==> config.mk <==
export PLATFORM = sky130hd
export DESIGN_NAME = multicycle_control_flat
export DESIGN_NICKNAME = d
export VERILOG_FILES = /design/src/rtl/multicycle_control_if.sv /design/src/rtl/multicycle_control.sv /design/src/flat_wrapper.sv
export SDC_FILE = /design/constraint.sdc
export NUM_CORES = 1
export LEC_CHECK = 0
export CAP_MARGIN = 30
export CORE_MARGIN = 2
export CORE_UTILIZATION = 37
export DETAILED_ROUTE_END_ITERATION = 6
export GPL_TIMING_DRIVEN = 0
export PLACE_DENSITY_LB_ADDON = 0.08
export SLEW_MARGIN = 20
export SYNTH_ARGS = -nofsm -noshare
export SYNTH_HDL_FRONTEND = slang
export SYNTH_SLANG_ARGS = --single-unit
==> constraint.sdc <==
create_clock -name clk -period 1.8 [get_ports clk]
set_input_delay 0.18 -clock clk [delete_from_list [all_inputs] [get_ports clk]]
set_output_delay 0.18 -clock clk [all_outputs]
set_load 0.05 [all_outputs]
==> src/rtl/multicycle_control_if.sv <==
// Control-unit boundary: instruction/flag inputs, memory handshake, and datapath
// enables/mux selects. The controller takes the master side.
interface multicycle_control_if;
  logic [31:0] Instr;
  logic        EQ;
  logic        LT;
  logic        LTU;
  logic        mem_ready;
  logic        mem_req;
  logic        MemWrite;
  logic        AdrSrc;
  logic        IRWrite;
  logic        PCWrite;
  logic        RegWrite;
  logic [1:0]  ALUSrcA;
  logic [1:0]  ALUSrcB;
  logic [2:0]  ALUctrl;
  logic [1:0]  ResultSrc;
  logic [2:0]  ImmSrc;
  logic        retire;
  logic        trap;
  logic [1:0]  trap_cause;

  modport master (
    input  Instr, EQ, LT, LTU, mem_ready,
    output mem_req, MemWrite, AdrSrc, IRWrite, PCWrite, RegWrite,
           ALUSrcA, ALUSrcB, ALUctrl, ResultSrc, ImmSrc,
           retire, trap, trap_cause
  );

  modport slave (
    output Instr, EQ, LT, LTU, mem_ready,
    input  mem_req, MemWrite, AdrSrc, IRWrite, PCWrite, RegWrite,
           ALUSrcA, ALUSrcB, ALUctrl, ResultSrc, ImmSrc,
           retire, trap, trap_cause
  );
endinterface

==> src/rtl/multicycle_control.sv <==
// Multi-cycle RV32I control FSM: sequences each instruction through a Moore FSM,
// handshakes the shared memory port with a wait-state timeout, and traps on faults.
module multicycle_control #(
  parameter int MEM_TIMEOUT    = 15,
  parameter bit HAS_BRANCH_EXT = 1'b1
) (
  input logic                  clk,
  input logic                  rst,
  multicycle_control_if.master bus
);
  typedef enum logic [3:0] {
    S_IDLE, S_FETCH, S_DECODE, S_MEMADR, S_MEMRD, S_MEMWB, S_MEMWR,
    S_EXEC, S_ALUWB, S_BRANCH, S_JALRADR, S_JAL, S_TRAP
  } state_t;

  localparam int CW = (MEM_TIMEOUT < 2) ? 1 : $clog2(MEM_TIMEOUT + 1);
  localparam logic [CW-1:0] LIMIT_M1 = (MEM_TIMEOUT == 0) ? '0 : CW'(MEM_TIMEOUT - 1);

  state_t        state_q, state_d;
  logic [CW-1:0] wait_cnt_q, wait_cnt_d;
  logic [1:0]    cause_q, cause_d;

  logic [6:0] opcode;
  logic [2:0] funct3;
  logic is_load, is_store, is_rtype, is_itype, is_lui, is_branch, is_jal, is_jalr;
  logic alu_f3_ok, br_f3_ok, taken;
  logic mem_req_c, stalled, timeout_hit;
  logic unused_instr_bits;

  assign opcode    = bus.Instr[6:0];
  assign funct3    = bus.Instr[14:12];
  assign is_load   = (opcode == 7'b0000011);
  assign is_store  = (opcode == 7'b0100011);
  assign is_rtype  = (opcode == 7'b0110011);
  assign is_itype  = (opcode == 7'b0010011);
  assign is_lui    = (opcode == 7'b0110111);
  assign is_branch = (opcode == 7'b1100011);
  assign is_jal    = (opcode == 7'b1101111);
  assign is_jalr   = (opcode == 7'b1100111);
  assign alu_f3_ok = (funct3 == 3'b000) || (funct3 == 3'b010) ||
                     (funct3 == 3'b110) || (funct3 == 3'b111);
  assign br_f3_ok  = (funct3[2:1] == 2'b00) || (funct3[2] && HAS_BRANCH_EXT);

  // Register/immediate fields are consumed by the datapath, not the controller.
  assign unused_instr_bits = ^{bus.Instr[31], bus.Instr[29:15], bus.Instr[11:7]};

  always_comb begin
    case (funct3)
      3'b000:  taken = bus.EQ;
      3'b001:  taken = ~bus.EQ;
      3'b100:  taken = bus.LT;
      3'b101:  taken = ~bus.LT;
      3'b110:  taken = bus.LTU;
      3'b111:  taken = ~bus.LTU;
      default: taken = 1'b0;
    endcase
  end

  assign mem_req_c   = (state_q == S_FETCH) || (state_q == S_MEMRD) || (state_q == S_MEMWR);
  assign stalled     = mem_req_c && !bus.mem_ready;
  // Ready arriving on the limit cycle clears 'stalled', so the access completes instead.
  assign timeout_hit = (MEM_TIMEOUT != 0) && stalled && (wait_cnt_q == LIMIT_M1);
  assign wait_cnt_d  = stalled ? wait_cnt_q + CW'(1) : '0;

  always_comb begin
    state_d = state_q;
    cause_d = cause_q;
    case (state_q)
      S_IDLE:   state_d = S_FETCH;
      S_FETCH:  if (bus.mem_ready) state_d = S_DECODE;
      S_DECODE: begin
        if (is_load || is_store)                            state_d = S_MEMADR;
        else if (((is_rtype || is_itype) && alu_f3_ok) || is_lui) state_d = S_EXEC;
        else if (is_branch && br_f3_ok)                     state_d = S_BRANCH;
        else if (is_jal)                                    state_d = S_JAL;
        else if (is_jalr)                                   state_d = S_JALRADR;
        else begin
          state_d = S_TRAP;
          cause_d = 2'b01;
        end
      end
      S_MEMADR:  state_d = is_load ? S_MEMRD : S_MEMWR;
      S_MEMRD:   if (bus.mem_ready) state_d = S_MEMWB;
      S_MEMWB:   state_d = S_FETCH;
      S_MEMWR:   if (bus.mem_ready) state_d = S_FETCH;
      S_EXEC:    state_d = S_ALUWB;
      S_ALUWB:   state_d = S_FETCH;
      S_BRANCH:  state_d = S_FETCH;
      S_JALRADR: state_d = S_JAL;
      S_JAL:     state_d = S_ALUWB;
      S_TRAP:    state_d = S_TRAP;
      default:   state_d = S_IDLE;
    endcase
    if (timeout_hit) begin
      state_d = S_TRAP;
      cause_d = 2'b10;
    end
  end

  always_ff @(posedge clk or posedge rst) begin
    if (rst) begin
      state_q    <= S_IDLE;
      wait_cnt_q <= '0;
      cause_q    <= 2'b00;
    end else begin
      state_q    <= state_d;
      wait_cnt_q <= wait_cnt_d;
      cause_q    <= cause_d;
    end
  end

  // Outputs decode straight from state so an async reset drops requests at once.
  always_comb begin
    bus.mem_req    = mem_req_c;
    bus.MemWrite   = 1'b0;
    bus.AdrSrc     = 1'b0;
    bus.IRWrite    = 1'b0;
    bus.PCWrite    = 1'b0;
    bus.RegWrite   = 1'b0;
    bus.ALUSrcA    = 2'b00;
    bus.ALUSrcB    = 2'b00;
    bus.ALUctrl    = 3'b000;
    bus.ResultSrc  = 2'b00;
    bus.ImmSrc     = 3'b000;
    bus.retire     = 1'b0;
    bus.trap       = (state_q == S_TRAP);
    bus.trap_cause = cause_q;
    case (state_q)
      S_FETCH: begin
        bus.IRWrite   = bus.mem_ready;
        bus.PCWrite   = bus.mem_ready;
        bus.ALUSrcB   = 2'b10;
        bus.ResultSrc = 2'b10;
      end
      S_DECODE: begin
        bus.ALUSrcA = 2'b01;
        bus.ALUSrcB = 2'b01;
        if (is_branch)   bus.ImmSrc = 3'b010;
        else if (is_jal) bus.ImmSrc = 3'b011;
      end
      S_MEMADR: begin
        bus.ALUSrcA = 2'b10;
        bus.ALUSrcB = 2'b01;
        bus.ImmSrc  = is_store ? 3'b001 : 3'b000;
      end
      S_MEMRD: bus.AdrSrc = 1'b1;
      S_MEMWB: begin
        bus.ResultSrc = 2'b01;
        bus.RegWrite  = 1'b1;
        bus.retire    = 1'b1;
      end
      S_MEMWR: begin
        bus.MemWrite = 1'b1;
        bus.AdrSrc   = 1'b1;
        bus.retire   = bus.mem_ready;
      end
      S_EXEC: begin
        bus.ALUSrcA = 2'b10;
        bus.ALUSrcB = is_rtype ? 2'b00 : 2'b01;
        bus.ImmSrc  = is_lui ? 3'b100 : 3'b000;
        if (is_lui) bus.ALUctrl = 3'b111;
        else begin
          case (funct3)
            3'b000:  bus.ALUctrl = (bus.Instr[30] & bus.Instr[5]) ? 3'b001 : 3'b000;
            3'b010:  bus.ALUctrl = 3'b101;
            3'b110:  bus.ALUctrl = 3'b011;
            3'b111:  bus.ALUctrl = 3'b010;
            default: bus.ALUctrl = 3'b000;
          endcase
        end
      end
      S_ALUWB: begin
        bus.RegWrite = 1'b1;
        bus.retire   = 1'b1;
      end
      S_BRANCH: begin
        bus.ALUSrcA = 2'b10;
        bus.ALUctrl = 3'b001;
        bus.PCWrite = taken;
        bus.retire  = 1'b1;
      end
      S_JALRADR: begin
        bus.ALUSrcA = 2'b10;
        bus.ALUSrcB = 2'b01;
      end
      S_JAL: begin
        bus.PCWrite = 1'b1;
        bus.ALUSrcA = 2'b01;
        bus.ALUSrcB = 2'b10;
      end
      default: ;
    endcase
  end
endmodule

==> src/flat_wrapper.sv <==
// flat-port wrapper written by rule: the top's interface ports become plain ports
module multicycle_control_flat 
#(
  parameter int MEM_TIMEOUT    = 15,
  parameter bit HAS_BRANCH_EXT = 1'b1
)
  (clk, rst, bus_Instr, bus_EQ, bus_LT, bus_LTU, bus_mem_ready, bus_mem_req, bus_MemWrite, bus_AdrSrc, bus_IRWrite, bus_PCWrite, bus_RegWrite, bus_ALUSrcA, bus_ALUSrcB, bus_ALUctrl, bus_ResultSrc, bus_ImmSrc, bus_retire, bus_trap, bus_trap_cause);
  multicycle_control_if bus_i ();
  input logic clk;
  input logic rst;
  input wire logic [$bits(bus_i.Instr)-1:0] bus_Instr;
  input wire logic [$bits(bus_i.EQ)-1:0] bus_EQ;
  input wire logic [$bits(bus_i.LT)-1:0] bus_LT;
  input wire logic [$bits(bus_i.LTU)-1:0] bus_LTU;
  input wire logic [$bits(bus_i.mem_ready)-1:0] bus_mem_ready;
  output wire logic [$bits(bus_i.mem_req)-1:0] bus_mem_req;
  output wire logic [$bits(bus_i.MemWrite)-1:0] bus_MemWrite;
  output wire logic [$bits(bus_i.AdrSrc)-1:0] bus_AdrSrc;
  output wire logic [$bits(bus_i.IRWrite)-1:0] bus_IRWrite;
  output wire logic [$bits(bus_i.PCWrite)-1:0] bus_PCWrite;
  output wire logic [$bits(bus_i.RegWrite)-1:0] bus_RegWrite;
  output wire logic [$bits(bus_i.ALUSrcA)-1:0] bus_ALUSrcA;
  output wire logic [$bits(bus_i.ALUSrcB)-1:0] bus_ALUSrcB;
  output wire logic [$bits(bus_i.ALUctrl)-1:0] bus_ALUctrl;
  output wire logic [$bits(bus_i.ResultSrc)-1:0] bus_ResultSrc;
  output wire logic [$bits(bus_i.ImmSrc)-1:0] bus_ImmSrc;
  output wire logic [$bits(bus_i.retire)-1:0] bus_retire;
  output wire logic [$bits(bus_i.trap)-1:0] bus_trap;
  output wire logic [$bits(bus_i.trap_cause)-1:0] bus_trap_cause;
  assign bus_i.Instr = bus_Instr;
  assign bus_i.EQ = bus_EQ;
  assign bus_i.LT = bus_LT;
  assign bus_i.LTU = bus_LTU;
  assign bus_i.mem_ready = bus_mem_ready;
  assign bus_mem_req = bus_i.mem_req;
  assign bus_MemWrite = bus_i.MemWrite;
  assign bus_AdrSrc = bus_i.AdrSrc;
  assign bus_IRWrite = bus_i.IRWrite;
  assign bus_PCWrite = bus_i.PCWrite;
  assign bus_RegWrite = bus_i.RegWrite;
  assign bus_ALUSrcA = bus_i.ALUSrcA;
  assign bus_ALUSrcB = bus_i.ALUSrcB;
  assign bus_ALUctrl = bus_i.ALUctrl;
  assign bus_ResultSrc = bus_i.ResultSrc;
  assign bus_ImmSrc = bus_i.ImmSrc;
  assign bus_retire = bus_i.retire;
  assign bus_trap = bus_i.trap;
  assign bus_trap_cause = bus_i.trap_cause;
  multicycle_control #(.MEM_TIMEOUT(MEM_TIMEOUT), .HAS_BRANCH_EXT(HAS_BRANCH_EXT)) u_core (.clk(clk), .rst(rst), .bus(bus_i));
endmodule
== After elaboration in Yosys (flattened, before gate mapping) ==
Cells that the tools add are included.

* Add/sub/neg operators: 1
* $mul: 0
* Div/mod/pow operators: 0
* Magnitude comparators: 0
* Equality and inequality tests: 35
* Shifts and indexed selects: 0
* Muxes and demuxes: 39
* Bitwise gates (word level): 4
* Reductions and logical operators: 29

{| class="wikitable"
|+ Operator list
! kind !! count
|-
| 4-bit two-way mux || 9
|-
| 4-bit case mux with 9 select lines || 1
|-
| 4-bit equality test, second input constant || 6
|-
| 7-bit by 6-bit equality test with 1-bit output, second input constant || 3
|-
| 7-bit equality test, second input constant || 3
|-
| 2-bit two-way mux || 9
|-
| 4-bit by 3-bit equality test with 1-bit output, second input constant || 4
|-
| 3-bit equality test, second input constant || 4
|-
| 3-bit two-way mux || 4
|-
| 3-bit case mux with 4 select lines || 1
|-
| 2-bit OR reduction || 5
|-
| 1-bit logical OR || 9
|-
| 3-bit by 2-bit inequality test with 1-bit output, second input constant || 3
|-
| 3-bit case mux with 3 select lines || 1
|-
| 4-bit by 2-bit equality test with 1-bit output, second input constant || 2
|-
| 2-bit case mux with 2 select lines || 2
|-
| 4-bit OR reduction || 2
|-
| 7-bit by 2-bit equality test with 1-bit output, second input constant || 1
|-
| 7-bit by 5-bit equality test with 1-bit output, second input constant || 1
|-
| 1-bit two-way mux || 7
|-
| 2-bit by 1-bit inequality test with 1-bit output, second input constant || 3
|-
| 1-bit case mux with 6 select lines || 1
|-
| 2-bit case mux with 3 select lines || 1
|-
| 3-bit case mux with 2 select lines || 1
|-
| other kinds (18) || 25
|}

* Flip-flop bits (word level): 10
* Bits in latches: 0
* RAM bits: 0
* Bits in read-only memories: 0
* Input bits: 38
* Output and inout bits: 22
* Logic and storage cells: 111
* Memories: 0

== Longest topological paths before layout ==
Gate-level depths: netlist of the first run.

* Depth after elaboration: 10
* Gate-level depth with buffers: 7
* Mapped depth without buffers: 7

== Worst setup path after synthesis of the first run ==
Ideal clock, no wire load.

* Kind: register to output
* Start point: register u_core.state_q[1]
* End point: output bus_IRWrite
* Data arrival time: 2.984 ns
* Required time: 1.620 ns
* Slack: -1.364 ns
* Stages on the path, launching flop included: 4
* Buffers on the path: 1
* Cells stage by stage: dfrtp_1 > clkbuf_1 > nor4b_1 > and2_1

* Cells in the longest elaborated chain, start to end: 2

{| class="wikitable"
|+ Ends and longest elaborated chain
! what !! RTL line !! RTL
|-
| start: declaration || multicycle_control.sv:19 || <nowiki>state_t state_q, state_d;</nowiki>
|-
| start signal: assignment || multicycle_control.sv:106 || <nowiki>state_q <= state_d;</nowiki>
|-
| 4-bit by 1-bit equality test with 1-bit output || multicycle_control.sv:128 || <nowiki>case (state_q)</nowiki>
|-
| 1-bit two-way mux || multicycle_control.sv:128 ||
|-
| end: declaration || flat_wrapper.sv:19 || <nowiki>output wire logic [$bits(bus_i.IRWrite)-1:0] bus_IRWrite;</nowiki>
|}

No other way between the ends.

== Worst setup path in the final report of the first run ==
* Start point: register u_core.state_q[2]
* End point: register u_core.state_q[1]

* Cells in the longest elaborated chain, start to end: 7
* Elaborated cells on any way between the ends: 25
* Classes of those cells: eq/ne (15); mux (2); reduce/logical (8)

{| class="wikitable"
|+ Ends and longest elaborated chain
! what !! RTL line !! RTL
|-
| 4-bit by 1-bit equality test with 1-bit output or 4-bit by 3-bit equality test with 1-bit output (tied branches) || multicycle_control.sv:59, multicycle_control.sv:68 ||
|-
| 1-bit logical OR (2 in a row) || multicycle_control.sv:59 || <nowiki>assign mem_req_c = (state_q == S_FETCH) || (state_q == S_MEMRD) || (state_q == S_MEMWR);</nowiki>
|-
| 1-bit logical AND || multicycle_control.sv:60 || <nowiki>assign stalled = mem_req_c && !bus.mem_ready;</nowiki>
|-
| 1-bit logical AND || multicycle_control.sv:62 || <nowiki>assign timeout_hit = (MEM_TIMEOUT != 0) && stalled && (wait_cnt_q == LIMIT_M1);</nowiki>
|-
| 3-bit by 2-bit inequality test with 1-bit output (no line) || n/a ||
|-
| 3-bit AND reduction (no line) || n/a ||
|}

Several ways; a longest one is shown, not always the timed one.
A chain may end at the register's enable or synchronous reset.

==> impl_results.md, run 1 <==
* Status: completed
* Via count at 1190
* Max-cap viol count at 0
* Worst-path clk slew at 0.06 ns
* Hold Buf Count CTS at 0
* CTS tree: done
* Placed inst area at 1498 um2
* Clock tree buffer depth at 2
* Top cells by count, synth: nor2_1, nand2_1, dfrtp_1, o21ai_0
* PwrDens at 1530 nW/um2
* Final setup fails at 0
* Most common cell in the netlist: nor2_1
* Nets at 228
* Synth warn at 0
* Overflow left after global routing at 0
* Worst slew margin at 66.09%
* Tot GR Track Use at between 10% and 20%
* Setup TNS at 0 ns
* First-pass detailed-route iteration total at 4
* Post-Syn Area at 1010 um2
* Asr flop ratio synth at 100.0%
* Register Area at 251.5 um2
* Critical Path RT at 1.94 ns
* Clock Skews at 0.002610 ns
* Synth Flop Type: dfrtp_1
* Initial DRC count at 36
* Height of the die at 56.24 um
* I/O Pins at 60
* I/O Buffers at 38
* Cell variety after synth at 45
* RD Place Congestion at a little over 0.9
* Horiz. Die Dim at 56.24 um
* Core Rows at 18
* Final Hold Viols at 0
* Post-synth EDFFs at 0
* Post-synth top area share at approximately a quarter
* Number of vias per cell at about 5.5
* Worst Tran Pin Value at between 0.5 and 0.6 ns
* Critical-path maximum fanout at 4
* Final period utilization at 98.84%
* Starting density of the core at 40.03%
* Ranking of synthesized cells by area: dfrtp_1, nor2_1, nand2_1
* Number of clock sinks at 10
* Initial antenna violation count at 0
* Clk root buf: clkbuf_4
* Post-route DRC violation count at 0
* Worst-skew pair later-pin latency at 0.26 ns
* Share of layout cells above drive strength 1 at 35.83%
* Register area share after synthesis at 24.78%
* Synth area leader: dfrtp_1
* Fmax at roughly 0.56 GHz
* Core area at roughly 2500 um2
* Detailed Place HPWL at 2225 um
* Antenna Cells at 0
* H-tree Lvls at 1
* Path type of the worst setup path: register to register
* First-pass GRT wire length at between 4000 and 5000 um
* Worst hold-check path type: primary input to asynchronous set/reset pin
* Final antenna-violating net count at 0
* Cells after Synth at between 100 and 150
* Synth Area per Inst at 7.264 um2
* Max-slew violation count at 0
* Vias in the first global route at 1076
* Yosys reg bits at 10
* Total power at 2485 uW
* Total leakage power at 0.0007104 uW
* Design area at 1624 um2
* CTS buffer count at 3
* Mapped Nets at 179
* Worst setup startpoint: u_core.state_q[2]
* Crit end category: register
* Critical Path AT at 1.92 ns
* Reg2reg start: u_core.state_q[2]
* Multi-input logic area at 822.0 um2
* IR drop worst, VDD at 1284 uV
* Total die area at between 3000 and 4000 um2
* Crit path launch type: register
* DR WL/cell at 13.96 um
* Filler cell count at 248
* Area Overhead vs Synth at 60.84%
* Largest net degree at the start of global routing at 11
* Post-Route WL at 3030 um
* RSZ-0062 raised after global routing: true
* Minimum clock period after layout at 1.779 ns
-- critical path: stages, from the launching register on --
cell and delay (ns):
dfrtp_1 0.41, buf_4 0.16, or3b_1 0.34, a211o_1 0.32
or2_4 0.27, nand3b_2 0.09, o211ai_2 0.07
-- layout by cell type, fill, tap and decap left out, types with 3 or more instances in the layout --
cell type and n:
nand2_1 16, nor2_1 15, buf_4 14, clkdlybuf4s50_1 9, dfrtp_1 9, o21ai_0 8, buf_6 7, clkbuf_4 6
dlygate4sd2_1 6, nand2b_1 4, inv_1 4, a31oi_1 4, nand3_1 4, a21oi_2 4, buf_2 4, a21oi_1 3
or2_2 3, xor2_1 3
-- registers in the layout, summed over array words and instances, names as in the netlist --
name,flops
u_core.bus.trap_cause,2
u_core.wait_cnt_q,4
u_core.state_q,4
-- cells by family after synthesis --
family | after synthesis | share of synthesized area [%]
buf+inv | 12 | 4.833
xor+xnor | 4 | 3.470
flops | 10 | 24.78
fa+ha+maj | 2 | 2.478
compound gates | 38 | 24.91
simple gates | 72 | 38.54
mux | 1 | 0.9914
-- through the flow --
step | setup slack, ns | utilization [%] | std cells | hold slack (ns)
floorplan | -0.3118 | - | 139 | 0.02018
global placement | -0.9031 | 59.38 | 207 | 0.4675
detailed placement | -0.9091 | 59.38 | 207 | 0.4762
CTS | -0.02161 | 61.51 | 212 | 0.1895
global route | -0.05186 | 64.38 | 217 | 0.2175
finish | 0.02088 | 64.38 | 217 | 0.1781
-- routing by layer --
layer  global-route usage, %  wire length (um)
met1                   25.67              1385
met2                   30.25              1470
met3                   3.256               175
met4                   2.041                 0
met5                       0                 0
-- what timing repair did --
action                     4_1_cts  5_1_grt
gates resized for setup        139       24
setup buffers                    1        5
pin swaps                        4        1
cloned                           0        0
setup endpoints to repair       23       21
-- power breakdown --
part	switching (uW)	total (uW)	internal (uW)
Combinational	1180	1940	759
Sequential	57.8	344	286
Clock	75.1	198	123
-- final timing paths --
kind	end	slack [ns]	cells after the start
min in group clk	u_core.state_q[2]	0.27	3
setup reg to reg	u_core.state_q[1]	0.02	6
max in group asynchronous	u_core.state_q[1]	1.34	2
hold / removal	u_core.state_q[3]	0.18	2
setup / recovery	u_core.state_q[1]	0.02	6
hold reg to reg	u_core.wait_cnt_q[0]	0.48	1
-- area by class of cell --
class | count | area share, %
multi-input combinational | 117 | 50.62
buffer | 8 | 4.777
tap | 30 | 2.311
clock buffer | 4 | 2.234
inverter | 4 | 0.9245
sequential | 10 | 15.49
timing repair buffer | 44 | 23.65
Power figures use the tool's default switching activity.
==> run 2, diff against run 1 <==
GPL_TIMING_DRIVEN = default   (was 0)
==> run 2 against run 1 <==
Effect of this change: first-iteration DRC count up 19%; combinational power grew 24%; core utilization is 18 points higher; die area did not move; largest power group unchanged; non-clock buffer count rose by 23; sequential share of layout area fell by 3.3 points; the flow now finishes with violations (setup timing); register-to-register slack worse by 0.03 ns; critical path type unchanged; via count increased by 11%; highest routed layer is now met4; final cell count grew 10%; worst setup slack got worse by 0.031 ns; clock skew shrank 0.0016 ns.
==> impl_results.md, run 2 (same netlist as run 1, synthesis figures left out) <==
* Status: finished, violations left
* Failing checks: setup timing
* Overflow left after global routing at 0 (unchanged)
* Via count at 1318 (+11%)
* Clk root buf: clkbuf_4
* IR drop worst, VDD at 1794 uV (+40%)
* Critical Path RT at 1.93 ns (about the same)
* RD Place Congestion at 0.8187 (-9.9%)
* Crit path launch type: register
* First-pass detailed-route iteration total at 4 (unchanged)
* Final antenna-violating net count at 0 (unchanged)
* Largest net degree at the start of global routing at 19 (+8)
* Critical-path maximum fanout at 5 (+1)
* Share of layout cells above drive strength 1 at 47.37% (+12 points)
* Final Hold Viols at 0 (unchanged)
* Max-slew violation count at 0 (unchanged)
* Worst-path clk slew at 0.06 ns (about the same)
* Worst path cell trace: buf_4 -> or3b_1 -> a211o_1 -> or2_4 -> nand3b_4 -> o211ai_2
* Crit-path leading delay family: simple AND/OR/NAND/NOR gates
* Detailed Place HPWL at 2565 um (+15%)
* Height of the die at 56.24 um (unchanged)
* Max-cap viol count at 0 (unchanged)
* Worst Tran Pin Value at 0.4913 ns (-0.01582 ns)
* DR WL/cell at 14.56 um (+4.2%)
* Setup TNS at -0.009969 ns (-0.009969 ns)
* Total die area at 3163 um2 (unchanged)
* Finished Core Util at 82.09% (+18 points)
* Worst hold-check path type: primary input to asynchronous set/reset pin
* Tot GR Track Use at 21.55% (+3.2 points)
* I/O Buffers at 38 (unchanged)
* Worst-skew pair later-pin latency at 0.26 ns (about the same)
* Core area at 2522 um2 (unchanged)
* Horiz. Die Dim at 56.24 um (unchanged)
* Crit end category: register
* Number of clock sinks at 10 (unchanged)
* Most frequent cells in the layout: buf_4, buf_12, nand2_1
* H-tree Lvls at 1 (unchanged)
* Number of vias per cell at 5.515 (+0.56%)
* Initial antenna violation count at 0 (unchanged)
* Placed Cells at 226 (+9.2%)
* Final Non-Filler Cells at 239 (+10%)
* First-pass GRT wire length at 5506 um (+16%)
* Clock tree buffer depth at 2 (unchanged)
* Critical-path top delay cell: dfrtp_2
* CTS tree: done
* I/O Pins at 60 (unchanged)
* Nets at 251 (+10%)
* Core Rows at 18 (unchanged)
* Path type of the worst setup path: register to register
* Total leakage power at 0.0008885 uW (+25%)
* Minimum clock period after layout at 1.810 ns (+0.03085 ns)
* RSZ-0062 raised after global routing: true
* Fmax at 0.5525 GHz (-1.7%)
* Worst stage delay on the critical path at 0.44 ns (+0.03 ns)
* Initial DRC count at 43 (+19%)
* Post-Route WL at 3479 um (+15%)
* Final period utilization at 100.6% (+1.7 points)
* CTS buffer count at 3 (unchanged)
* Antenna Cells at 0 (unchanged)
* Starting density of the core at 40.03% (unchanged)
* Most common cell after layout, fill and taps aside: buf_4
* Area Overhead vs Synth at 105.1%
* Clock Skews at 0.001039 ns (-0.001571 ns)
* Total power at 2913 uW (+17%)
* Worst slew margin at 67.14% (+1.1 points)
* Post-route DRC violation count at 0 (unchanged)
* Worst Slack Setup Final at -0.009969 ns (-0.03085 ns)
* Vias in the first global route at 1277 (+19%)
* Critical Path AT at 1.94 ns (+0.02 ns)
* Number of buffers and inverters on the critical path at 1 (unchanged)
* Final setup fails at 1 (+1)
* PwrDens at 1407 nW/um2 (-8.0%)
* Filler cell count at 157 (-37%)
-- run 2: cell count changes in the layout (fill, tap and decap cells not counted), moves of 3 or more --
cell      before  now
a21oi_1        3    0
buf_4         14   34
buf_12         0   18
o21ai_0        8    5
clkbuf_4       6    3
buf_6          7    4
buf_2          4    0
-- run 2: where the power goes --
group	switching (uW)	internal, uW	total [uW]	leakage, uW
clock network	67.5	76.8	144	0.0000138
registers	66.8	288	354	0.000125
logic	1290	1130	2410	0.000749
-- run 2: timing repair --
item                                   CTS  global route
resized for setup                       28            17
pin swaps                                8             6
setup buffers                            8             3
hold buffers                             0             0
setup endpoints to repair               15            16
endpoints found under the hold margin    0             0
-- run 2: routing by layer --
metal | vias to the layer above | share of wire [%] | GRT usage [%]
met5 | - | 0 | 0
met4 | 0 | 0.29 | 4.422
met3 | 2 | 4.5 | 4.651
met2 | 37 | 53 | 40.17
met1 | 639 | 42 | 25.00
li1 | 640 | - | -
-- run 2: final cells by class --
| class | instances | area [um2] | share of cell area (%) |
|---|---|---|---|
| clock buffer | 3 | 22.52 | 1.088 |
| inverter | 4 | 15.01 | 0.7251 |
| multi-input combinational | 117 | 884.6 | 42.72 |
| sequential | 10 | 252.7 | 12.21 |
| tap | 30 | 37.54 | 1.813 |
| timing repair buffer | 75 | 858.3 | 41.45 |
-- run 2: worst register-to-register path: cells and delay by family, from the launching register on --
family                 cells  cell delay, ns
and+or+nand+nor            3            0.74
DFF                        1            0.44
AOI/OAI and AO/OA          2            0.35
buffers and inverters      1            0.15
-- run 2: worst paths after layout --
path                                           from                        to  slack [ns]  cells after the start
setup reg to reg                  u_core.state_q[1]         u_core.state_q[1]       -0.01                      6
hold reg to reg            u_core.bus.trap_cause[0]  u_core.bus.trap_cause[0]        0.50                      1
hold / removal                                  rst  u_core.bus.trap_cause[1]        0.22                      2
max in group asynchronous                       rst         u_core.state_q[1]        1.28                      2
min in group clk           u_core.bus.trap_cause[0]  u_core.bus.trap_cause[0]        0.50                      1
setup / recovery                  u_core.state_q[1]         u_core.state_q[1]       -0.01                      6
-- run 2: metrics by stage --
step / setup WS, ns / cell area, um2 / hold slack, ns
finish: -0.009969 / 2071 / 0.2233
global route: -0.05267 / 2071 / 0.2366
detailed placement: -0.2134 / 1852 / 0.4846
floorplan: -0.3118 / 1080 / 0.02018
CTS: 0.0009884 / 1981 / 0.2114
global placement: -0.1689 / 1852 / 0.4576
